==> config.mk <==
export PLATFORM = sky130hd
export DESIGN_NAME = ram_sync
export DESIGN_NICKNAME = d
export VERILOG_FILES = /design/src/rtl/ram_sync.sv
export SDC_FILE = /design/constraint.sdc
export NUM_CORES = 1
export LEC_CHECK = 0
export CAP_MARGIN = 30
export CORE_UTILIZATION = 59
export DETAILED_ROUTE_END_ITERATION = 12
export PLACE_DENSITY = 0.88
export SLEW_MARGIN = 20
export SYNTH_ARGS = -nofsm -noshare
export SYNTH_HDL_FRONTEND = slang
export SYNTH_SLANG_ARGS = --single-unit
==> constraint.sdc <==
create_clock -name clock -period 3.41 [get_ports clock]
set_clock_uncertainty 0.2 [all_clocks]
set_input_delay 1.023 -clock clock [delete_from_list [all_inputs] [get_ports clock]]
set_output_delay 1.023 -clock clock [all_outputs]
set_load 0.005 [all_outputs]
==> src/rtl/ram_sync.sv <==
// ram_sync: single-port synchronous RAM with registered read port and reset-launched clear sequencer.
module ram_sync #(
    parameter int DATA_WIDTH = 8,
    parameter int ADDR_WIDTH = 4,
    parameter bit CLEAR_ON_RESET = 1
) (
    input  logic                  clock,
    input  logic                  reset,
    input  logic [ADDR_WIDTH-1:0] address,
    input  logic [DATA_WIDTH-1:0] dataIn,
    input  logic                  writeEnable,
    input  logic                  readEnable,
    output logic [DATA_WIDTH-1:0] dataOut,
    output logic                  readValid,
    output logic                  busy
);
    localparam int DEPTH = 2**ADDR_WIDTH;

    typedef enum logic {IDLE, CLEAR} state_t;

    state_t                  state, stateNext;
    logic [ADDR_WIDTH-1:0]   clearAddr;
    logic [DATA_WIDTH-1:0]   mem [DEPTH];
    logic                    memWrite, doRead;
    logic [ADDR_WIDTH-1:0]   memAddr;
    logic [DATA_WIDTH-1:0]   memData;

    always_ff @(posedge clock)
        state <= stateNext;

    // The clear sequencer owns the write port while walking; user requests are dropped.
    always_comb begin
        stateNext = state;
        memWrite  = 1'b0;
        memAddr   = address;
        memData   = dataIn;
        doRead    = 1'b0;
        if (reset)
            stateNext = CLEAR_ON_RESET ? CLEAR : IDLE;
        else if (state == CLEAR) begin
            memWrite  = 1'b1;
            memAddr   = clearAddr;
            memData   = '0;
            stateNext = &clearAddr ? IDLE : CLEAR;
        end else begin
            memWrite = writeEnable;
            doRead   = readEnable;
        end
    end

    always_ff @(posedge clock)
        if (reset)
            clearAddr <= '0;
        else if (state == CLEAR)
            clearAddr <= clearAddr + 1'b1;

    always_ff @(posedge clock)
        if (memWrite)
            mem[memAddr] <= memData;

    // Read-first: the read samples the word before this edge's write lands.
    always_ff @(posedge clock)
        if (reset) begin
            dataOut   <= '0;
            readValid <= 1'b0;
        end else begin
            readValid <= doRead;
            if (doRead)
                dataOut <= mem[address];
        end

    assign busy = (state == CLEAR);
endmodule
==> flow_summary_export.csv, run 1 <==
group,metric,value,unit
status,status,"complete, no violations",
pwr,finalPower,3.760,mW
grt,grtUsageTotal,0.2604,
route,num_vias,3043,
worst_setup_path,crit_chain,"clkdlybuf4s50_1 > nand2b_1 > buf_4 > nor3b_1 > a21oi_1 > nor2_1",
timing,hold_violations,0,
route,postRouteAntennaNets,0,
pwr,power.leakage,2.314,nW
yosys,avgSynthCellArea,18.35,um^2
yosys,synth_top_cell_area_share,0.6822,
yosys,synth_area,0.005634,mm^2
placement,post-dp-hpwl,7.110,mm
clock_tree,clk_path_buf_depth,2,
clock_tree,cts-resized-gates,0,
route,drc,0,
worst_setup_path,cp_max_fo,8,
clock_tree,cts_num_sinks,142,
timing,min_period_over_period,0.8509,
timing,rsz0062_at_grt,"false",
yosys,ys_seq_elements,142,
clock_tree,cts_max_level,4,
yosys,syn_inst,307,
timing,final.setup.tns,0,ns
pwr,peakVddDrop,257.3,uV
timing,worst_slew_pin_slew,0.7263,ns
placement,gp_congestion,0.8451,
floorplanning,die_area,0.009944,mm^2
yosys,synth_edf_count,128,
clock_tree,ctsHoldBuffers,0,
layout,diodes,0,
layout,synthToLayoutAreaGrowth,18.28,%
yosys,syn_nets,324,
route,wl,11.75,mm
route,first_pass_iters,5,
floorplanning,die_x,99.72,um
placement,io_buffer_count,25,
yosys,yosys.area.top_type,"edfxtp_1",
layout,area.sequential,0.004124,mm^2
worst_setup_path,slowest_delay,0.56,ns
grt,grt_pass1_wl,17.66,mm
timing,min_period,2.902,ns
timing,max_slew_margin,0.5140,
floorplanning,io_pins,26,
worst_setup_path,cp.required,3.36,ns
floorplanning,core,0.009240,mm^2
worst_setup_path,start_kind,"primary input",
layout,num-nets-final,376,
floorplanning,fp.dieH,99.72,um
worst_setup_path,cp.arrival,2.85,ns
yosys,postSynth.asyncResetShare,0,
yosys,ys_seq_area_frac,0.7320,
timing,finalSetupViolCount,0,
timing,fmax,344.6,MHz
clock_tree,cts_root_buffer,"clkbuf_8",
clock_tree,cts_buffers,17,
grt,antenna_found_initial,0,
worst_setup_path,crit_type,"in -> reg",
min_path,hold_class,"reg -> reg",
worst_setup_path,crit_path_end_kind,"register",
route,wl_per_cell,23.50,um
timing,maxSlewViolCount,0,
yosys,synth.top_cells.by_area,"edfxtp_1 68%, mux4_2 5.6%, dfxtp_1 5.0%",
grt,grt_max_degree,33,
pwr,power_density,564.2,mW/mm^2
layout,nFillCells,534,
route,vias_per_cell,6.086,
yosys,yosys.cell_types.count,32,
clock_tree,clk_pin_slew,0.06,ns
floorplanning,initial_core_util,0.6097,
grt,grt_pass1_vias,3048,
clock_tree,cts_setup_buffers,0,
layout,layout-drive-gt1-share,0.2102,
clock_tree,clk_latency,0.52,ns
yosys,synthFlopType,"edfxtp_1",
grt,grt_overflow,0,
worst_setup_path,slowest_stage,"nor2_1",
yosys,yosysWarnings,0,
route,drt-initial-drc-count,320,
floorplanning,rows,35,
flow_run,maxCapViolations,0,
layout,multi_input_area,0.001404,mm^2
clock_tree,cts_tree,"built",
-- layout by cell type, fill, tap and decap left out, types with 2 or more instances in the layout --
cell,n
buf_4,24
a22oi_1,16
a21oi_1,6
nor3b_1,3
dfxtp_1,14
clkinv_4,2
mux4_1,10
clkdlybuf4s50_1,24
nor2_1,22
and2_1,10
o211ai_1,8
clkbuf_1,3
clkinv_2,3
clkbuf_16,16
xor2_1,2
nor2b_1,2
nand2_1,15
clkinvlp_4,4
mux2_2,9
nand2b_1,2
edfxtp_1,128
mux4_2,14
mux2i_1,18
-- sequential cells by signal, indices dropped and copies added (netlist names) --
| signal | count |
|---|---|
| mem | 128 |
| dataOut | 8 |
| clearAddr | 4 |
| busy | 1 |
| readValid | 1 |
-- kinds of logic after synthesis --
kind of cell               count (synthesis)  synth area share
xor gates and xnor gates                   3          0.004664
and+or+nand+nor                           59           0.04996
DFF                                      142            0.7320
AOI/OAI and AO/OA                         32           0.03975
adders and majority gates                  1          0.002220
muxes                                     51            0.1526
buffers and inverters                     19           0.01888
-- worst paths after layout --
path / from / slack, ns / depth (start not counted) / to
worst max-delay path: reset / 0.51 / 6 / mem[5][3]
worst min-delay path: dataOut[1] / 0.29 / 2 / dataOut[1]
worst max register to register: busy / 0.87 / 5 / mem[5][3]
worst min register to register: dataOut[1] / 0.29 / 2 / dataOut[1]
-- critical path: cells and delay by family --
family                 cells  cell delay, ns
buffers and inverters      2            0.63
AND/OR/NAND/NOR            3            1.04
AO/OA/AOI/OAI              1            0.15
-- cells in the mapped netlist (2+ instances only) --
cell type,number
nand2_1,15
edfxtp_1,128
dfxtp_1,14
a21oi_1,6
mux2_2,9
mux4_2,14
nor3b_1,3
buf_2,6
clkbuf_1,8
and2_1,10
nor2_1,22
mux4_1,10
a22oi_1,16
nor2b_1,2
xor2_1,2
o211ai_1,8
mux2i_1,18
nand2b_1,2
-- through the flow --
step	hold slack [ns]	std cells	setup WS [ns]	utilization	area (um^2)
6_report	0.2888	500	0.5084	0.7212	6664
5_1_grt	0.3110	500	0.4273	0.7212	6664
4_1_cts	0.2930	500	0.4865	0.7212	6664
3_5_place_dp	0.2792	469	0.1144	0.6647	6142
3_3_place_gp	0.2757	469	0.1368	0.6647	6142
2_1_floorplan	0.2707	307	0.3776	-	5634
-- power by group --
part / internal, mW / leakage [nW] / total [mW] / switching (mW)
sequential: 1.93 / 1.29 / 1.94 / 0.0119
combinational: 0.0882 / 0.782 / 0.203 / 0.115
clock: 0.956 / 0.244 / 1.62 / 0.663
-- final cells by class --
cell class / instances / area share
Clock buffer: 20 / 0.06384
Clock inverter: 11 / 0.01446
Inverter: 2 / 0.001127
Multi-Input combinational cell: 146 / 0.2107
Sequential cell: 142 / 0.6189
Tap cell: 129 / 0.02422
Timing Repair Buffer: 50 / 0.06684
-- layer usage --
metal | up-vias | global-route usage | wire, um
li1 | 1332 | - | -
met1 | 1513 | 0.3573 | 4770
met2 | 180 | 0.4032 | 5789
met3 | 18 | 0.07800 | 1038
met4 | 0 | 0.09050 | 150
met5 | - | 0 | 0
Note: power is estimated with default switching activity, not from simulation.
==> inputs of run 2 (changes only) <==
- clock period: 3.41 -> 2.8 ns (I/O delays scaled with it)
==> run 2 against run 1 <==
  * Design area grew 3.9%
  * Utilization grew 2.8 points
  * Clock power grew 46%
  * Non-clock buffer count grew 15
  * Hold slack gained 0.015 ns
  * Largest cell class unchanged
==> flow_summary_export.csv, run 2 (synthesized netlist as in run 1, its figures left out) <==
group,metric,value,unit
pwr,power.switching_fraction,0.1988,
clock_tree,cts_num_sinks,142,
timing,rsz0062_at_grt,"false",
route,vias_per_cell,6.039,
pwr,comb_power_share,0.053,
worst_setup_path,cp.required,2.82,ns
layout,synthToLayoutAreaGrowth,22.85,%
worst_setup_path,start_kind,"primary input",
pwr,power.leakage,2.457,nW
route,postRouteAntennaNets,0,
grt,grt_overflow,0,
floorplanning,initial_core_util,0.6097,
worst_setup_path,reg2reg_slack,0.52,ns
clock_tree,cts_max_level,4,
layout,final_cell_mix,"128 x edfxtp_1, 37 x buf_4, 24 x clkdlybuf4s50_1",
pwr,p_int,4.005,mW
timing,min_period,2.684,ns
timing,max_slew_margin,0.4646,
pwr,peakVddDrop,387.7,uV
clock_tree,clk_pin_slew,0.06,ns
grt,grt_max_degree,29,
clock_tree,clk_latency,0.51,ns
layout,layout-drive-gt1-share,0.2558,
route,drc,0,
layout,diodes,0,
layout,layout.cells.most_common,"edfxtp_1",
floorplanning,core,0.009240,mm^2
worst_setup_path,crit_chain,"clkdlybuf4s50_1 > or3b_2 > a21oi_1 > nand2_1 > nor2_1 > buf_4",
grt,grtUsageTotal,0.2648,
placement,placed_cells_incl_taps,484,
grt,grt_pass1_vias,3149,
timing,min_period_over_period,0.9587,
floorplanning,fp.dieH,99.72,um
worst_setup_path,slowest_delay,0.53,ns
worst_setup_path,cp_max_fo,5,
timing,hold_violations,0,
layout,largest_register_ff_count,128,
timing,fmax,372.5,MHz
flow_run,maxCapViolations,0,
timing,worst_slew_pin_slew,0.8031,ns
grt,grt_pass1_wl,18.26,mm
placement,post-dp-hpwl,7.806,mm
clock_tree,cts_buffers,17,
floorplanning,rows,35,
clock_tree,cts_setup_buffers,0,
pwr,clockPowerShare,0.475,
pwr,power_density,722.1,mW/mm^2
floorplanning,die_x,99.72,um
route,num_vias,3116,
pwr,p_switching,0.9939,mW
min_path,whs_path_depth,2,
timing,finalSetupViolCount,0,
route,drt-initial-drc-count,251,
pwr,p_seq_frac,0.472,
layout,num-nets-final,391,
grt,antenna_found_initial,0,
worst_setup_path,ff2ff_path_depth,5,
clock_tree,cts_tree,"built",
layout,top_register,"mem",
pwr,finalPower,4.998,mW
placement,io_buffer_count,25,
placement,gp_congestion,0.9047,
worst_setup_path,slowest_stage,"clkdlybuf4s50_1",
layout,fin_cells,516,
worst_setup_path,crit_type,"in -> reg",
status,status,"complete, no violations",
route,wl_per_cell,23.27,um
floorplanning,die_area,0.009944,mm^2
worst_setup_path,cp.arrival,2.71,ns
min_path,hold_class,"reg -> reg",
clock_tree,clk_path_buf_depth,2,
route,wl,12.01,mm
clock_tree,cts_root_buffer,"clkbuf_8",
route,first_pass_iters,4,
layout,top_regs,"mem x128, dataOut x8, clearAddr x4",
floorplanning,io_pins,26,
timing,maxSlewViolCount,0,
worst_setup_path,crit_path_end_kind,"register",
## run 2: cell count changes in the layout (fill, tap and decap cells not counted), moves of 3 or more
| cell | change |
|---|---|
| clkinvlp_4 | -4 |
| buf_4 | +13 |
| clkinv_4 | +3 |
| nor2_2 | +3 |
| nor2_1 | -3 |
| bufinv_16 | +4 |
## run 2: worst paths after layout
path / start / endpoint
max: writeEnable / mem[1][4]
max reg2reg: busy / mem[15][7]
min: dataOut[7] / dataOut[7]
min reg2reg: dataOut[7] / dataOut[7]
## run 2: power groups by stage
stage | Combinational (mW) | Sequential [mW] | Clock [mW]
2_1_floorplan | 0.154 | 2.40 | 0
3_3_place_gp | 0.251 | 2.40 | 0
3_5_place_dp | 0.262 | 2.40 | 0
4_1_cts | 0.265 | 2.36 | 2.40
5_1_grt | 0.280 | 2.36 | 2.50
6_report | 0.265 | 2.36 | 2.37
## run 2: per-layer routing
layer / global-route usage / up-vias / wire, um
li1: - / 1367 / -
met1: 0.3476 / 1576 / 4664
met2: 0.4451 / 151 / 6335
met3: 0.05060 / 22 / 802
met4: 0.09729 / 0 / 204
met5: 0 / - / 0
## run 2: critical path: cells and delay by family
kind	cells	cell delay [ns]
buffers and inverters	2	0.75
AOI/OAI and AO/OA	1	0.22
and+or+nand+nor	3	0.90
## run 2: stage by stage
stage               TNS, ns  hold WS [ns]  utilization  setup slack, ns  instance area [um^2]
finish                    0        0.3040       0.7491           0.1156                  6922
global route              0        0.3223       0.7491          0.07028                  6922
CTS                       0        0.3099       0.7490          0.06609                  6920
detailed placement   -32.67        0.2948       0.6804          -0.3246                  6287
global placement     -20.31        0.2731       0.6804          -0.2560                  6287
floorplan            -3.389        0.2707            -         -0.04944                  5642
## run 2: area by class of cell
cell class | instances | area (um^2)
inverters | 2 | 7.507
fillers | 501 | 2318
multi-input cells | 146 | 1411
clock inverters | 14 | 215.2
well taps | 129 | 161.4
clock buffers | 18 | 417.9
repair buffers | 65 | 583.1
flip-flops and latches | 142 | 4125
## run 2: repair_timing
| action | CTS | global route |
|---|---|---|
| gates resized for setup | 0 | 1 |
| hold buffers | 0 | 0 |
| setup endpoints to repair | 0 | 1 |
==> inputs of run 3 (changes only) <==
- CORE_UTILIZATION: 59 -> 54
- PLACE_DENSITY: 0.88 -> 0.85
- SETUP_SLACK_MARGIN: default -> 0.1
- clock period: 2.8 -> 2.2 ns (I/O delays scaled with it)
==> run 3 against run 2 <==
  * Hold slack lost 0.023 ns
  * Final cell count shrank 0.58%
  * Clock power grew 25%
  * Worst setup slack gained 0.031 ns
  * Critical path depth shrank 2
  * Combinational power grew 58%
  * Critical endpoint is now mem[1][3]
  * Non-clock buffer count shrank 7
  * Global-route usage shrank 2.0 points
  * Largest cell class unchanged
  * Wire length grew 4.0%
  * Register-to-register slack lost 0.28 ns
  * First-iteration DRC count grew 14%
==> flow_summary_export.csv, run 3 (synthesized netlist as in run 1, its figures left out) <==
group,metric,value,unit
route,drt-initial-drc-count,285,
clock_tree,cts_num_sinks,142,
clock_tree,clk_path_buf_depth,2,
route,drc,0,
clock_tree,ctsHoldBuffers,0,
clock_tree,cts_max_level,4,
worst_setup_path,startpoint,"address[0]",
layout,layout.cells.most_common,"edfxtp_1",
timing,hold_violations,0,
floorplanning,core,0.009955,mm^2
worst_setup_path,path_depth,4,
worst_setup_path,slowest_stage,"clkdlybuf4s50_1",
grt,grt_max_degree,17,
pwr,p_seq_frac,0.471,
layout,top_register,"mem",
grt,grtUsageTotal,0.2453,
route,wl,12.48,mm
worst_setup_path,crit_type,"in -> reg",
worst_setup_path,ff2ff_path_depth,5,
timing,max_slew_margin,0.6062,
grt,grt_pass1_wl,18.73,mm
timing,min_period_over_period,0.9333,
worst_setup_path,slowest_delay,0.55,ns
worst_setup_path,critical_path_buf_inv_count,1,
clock_tree,cts_buffers,17,
worst_setup_path,cp.arrival,2.05,ns
clock_tree,cts_tree,"built",
grt,grt_overflow,0,
pwr,power.leakage,2.546,nW
floorplanning,io_pins,26,
worst_setup_path,reg2reg_from,"busy",
worst_setup_path,cp.required,2.19,ns
floorplanning,die_x,104.1,um
pwr,peakVddDrop,608.1,uV
layout,top_regs,"mem x128, dataOut x8, clearAddr x4",
grt,grt_pass1_vias,3189,
route,wl_per_cell,24.34,um
layout,nFillCells,553,
route,num_vias,3122,
flow_run,maxCapViolations,0,
grt,antenna_found_initial,0,
layout,largest_register_ff_count,128,
pwr,power.switching_fraction,0.2089,
placement,post-dp-hpwl,8.033,mm
timing,maxSlewViolCount,0,
worst_setup_path,reg2reg_to,"mem[4][2]",
layout,layout-drive-gt1-share,0.3316,
layout,synthToLayoutAreaGrowth,27.80,%
timing,fmax,487.0,MHz
timing,rsz0062_at_grt,"false",
clock_tree,clk_pin_slew,0.06,ns
worst_setup_path,crit_path_end_kind,"register",
floorplanning,die_area,0.01085,mm^2
route,vias_per_cell,6.086,
placement,io_buffer_count,25,
worst_setup_path,crit_chain,"clkdlybuf4s50_1 > nor2b_1 > a21oi_4 > nor2_4",
floorplanning,initial_core_util,0.5660,
timing,worst_slew_pin_slew,0.5907,ns
pwr,p_int,5.051,mW
layout,final_cell_mix,"128 x edfxtp_1, 22 x buf_4, 17 x mux2i_1",
timing,finalSetupViolCount,0,
status,status,"complete, no violations",
worst_setup_path,crit_path_end,"mem[1][3]",
layout,num-nets-final,384,
pwr,clockPowerShare,0.463,
clock_tree,cts_root_buffer,"clkbuf_8",
worst_setup_path,reg2reg_slack,0.24,ns
layout,final_util,0.7234,
route,postRouteAntennaNets,0,
min_path,hold_class,"reg -> reg",
worst_setup_path,cp_max_fo,8,
route,first_pass_iters,5,
placement,gp_congestion,0.7741,
floorplanning,rows,36,
floorplanning,fp.dieH,104.1,um
pwr,power_density,886.7,mW/mm^2
pwr,finalPower,6.385,mW
worst_setup_path,crit_family,"simple AND/OR/NAND/NOR gates",
pwr,comb_power_share,0.066,
worst_setup_path,start_kind,"primary input",
pwr,p_switching,1.334,mW
clock_tree,clk_latency,0.52,ns
timing,holdWs,0.2814,ns
layout,diodes,0,
timing,min_period,2.053,ns
run 3: changes by cell type in the layout (fill, tap and decap cells not counted), sizes merged, moves of 3 or more:
cell and delta:
buf -6, clkdlybuf4s50 -13, clkinv -4, clkinvlp +3, dlygate4sd2 +11
run 3: worst min-delay path by stage:
stage | depth (start not counted) | slack (ns) | from | endpoint
CTS | 2 | 0.29 | dataOut[2] | dataOut[2]
floorplan | 2 | 0.27 | dataOut[6] | dataOut[6]
detailed placement | 2 | 0.28 | dataOut[1] | dataOut[1]
global route | 2 | 0.30 | dataOut[2] | dataOut[2]
finish | 2 | 0.28 | dataOut[2] | dataOut[2]
global placement | 2 | 0.27 | dataOut[6] | dataOut[6]
run 3: power groups by stage:
stage	Combinational [mW]	Sequential, mW	Clock (mW)
after detailed placement	0.398	3.06	0
after floorplan	0.252	3.05	0
after global placement	0.383	3.06	0
after CTS	0.406	3.01	2.97
after global routing	0.443	3.01	3.08
final	0.420	3.01	2.96
run 3: worst reg2reg max path: stages, from the launching register on:
cell and delay, ns:
dfxtp_2 0.39, buf_4 0.18, nand2_1 0.09, a21oi_2 0.29
nand2_4 0.17, nor2_4 0.31
run 3: routing by layer:
| layer | share of wire | up-vias | global-route usage |
|---|---|---|---|
| met5 | 0 | - | 0 |
| met4 | 0.021 | 0 | 0.09388 |
| met3 | 0.073 | 23 | 0.07143 |
| met2 | 0.49 | 169 | 0.3805 |
| met1 | 0.41 | 1579 | 0.3305 |
| li1 | - | 1351 | - |
run 3: area by class of cell:
class	instances	area (um^2)	share of cell area
Clock buffer	19	431.7	0.05995
Clock inverter	13	187.7	0.02606
Inverter	2	7.507	0.001043
Multi-Input combinational cell	146	1665	0.2313
Sequential cell	142	4128	0.5732
Tap cell	133	166.4	0.02311
Timing Repair Buffer	58	614.3	0.08532
run 3: through the flow:
stage          instance area (um^2)  setup TNS [ns]  cells  setup slack, ns
2_1_floorplan                  5922          -8.401    307          -0.1194
3_3_place_gp                   6531          -80.27    479          -0.4816
3_5_place_dp                   6531          -95.09    479          -0.5594
4_1_cts                        7154               0    511           0.1204
5_1_grt                        7201               0    513          0.09399
6_report                       7201               0    513           0.1466
run 3: timing repair:
| item | 4_1_cts | 5_1_grt |
|---|---|---|
| endpoints found under the setup margin | 138 | 87 |
| gates resized for setup | 17 | 4 |
| buffers inserted | 0 | 2 |
| pin swaps | 2 | 2 |
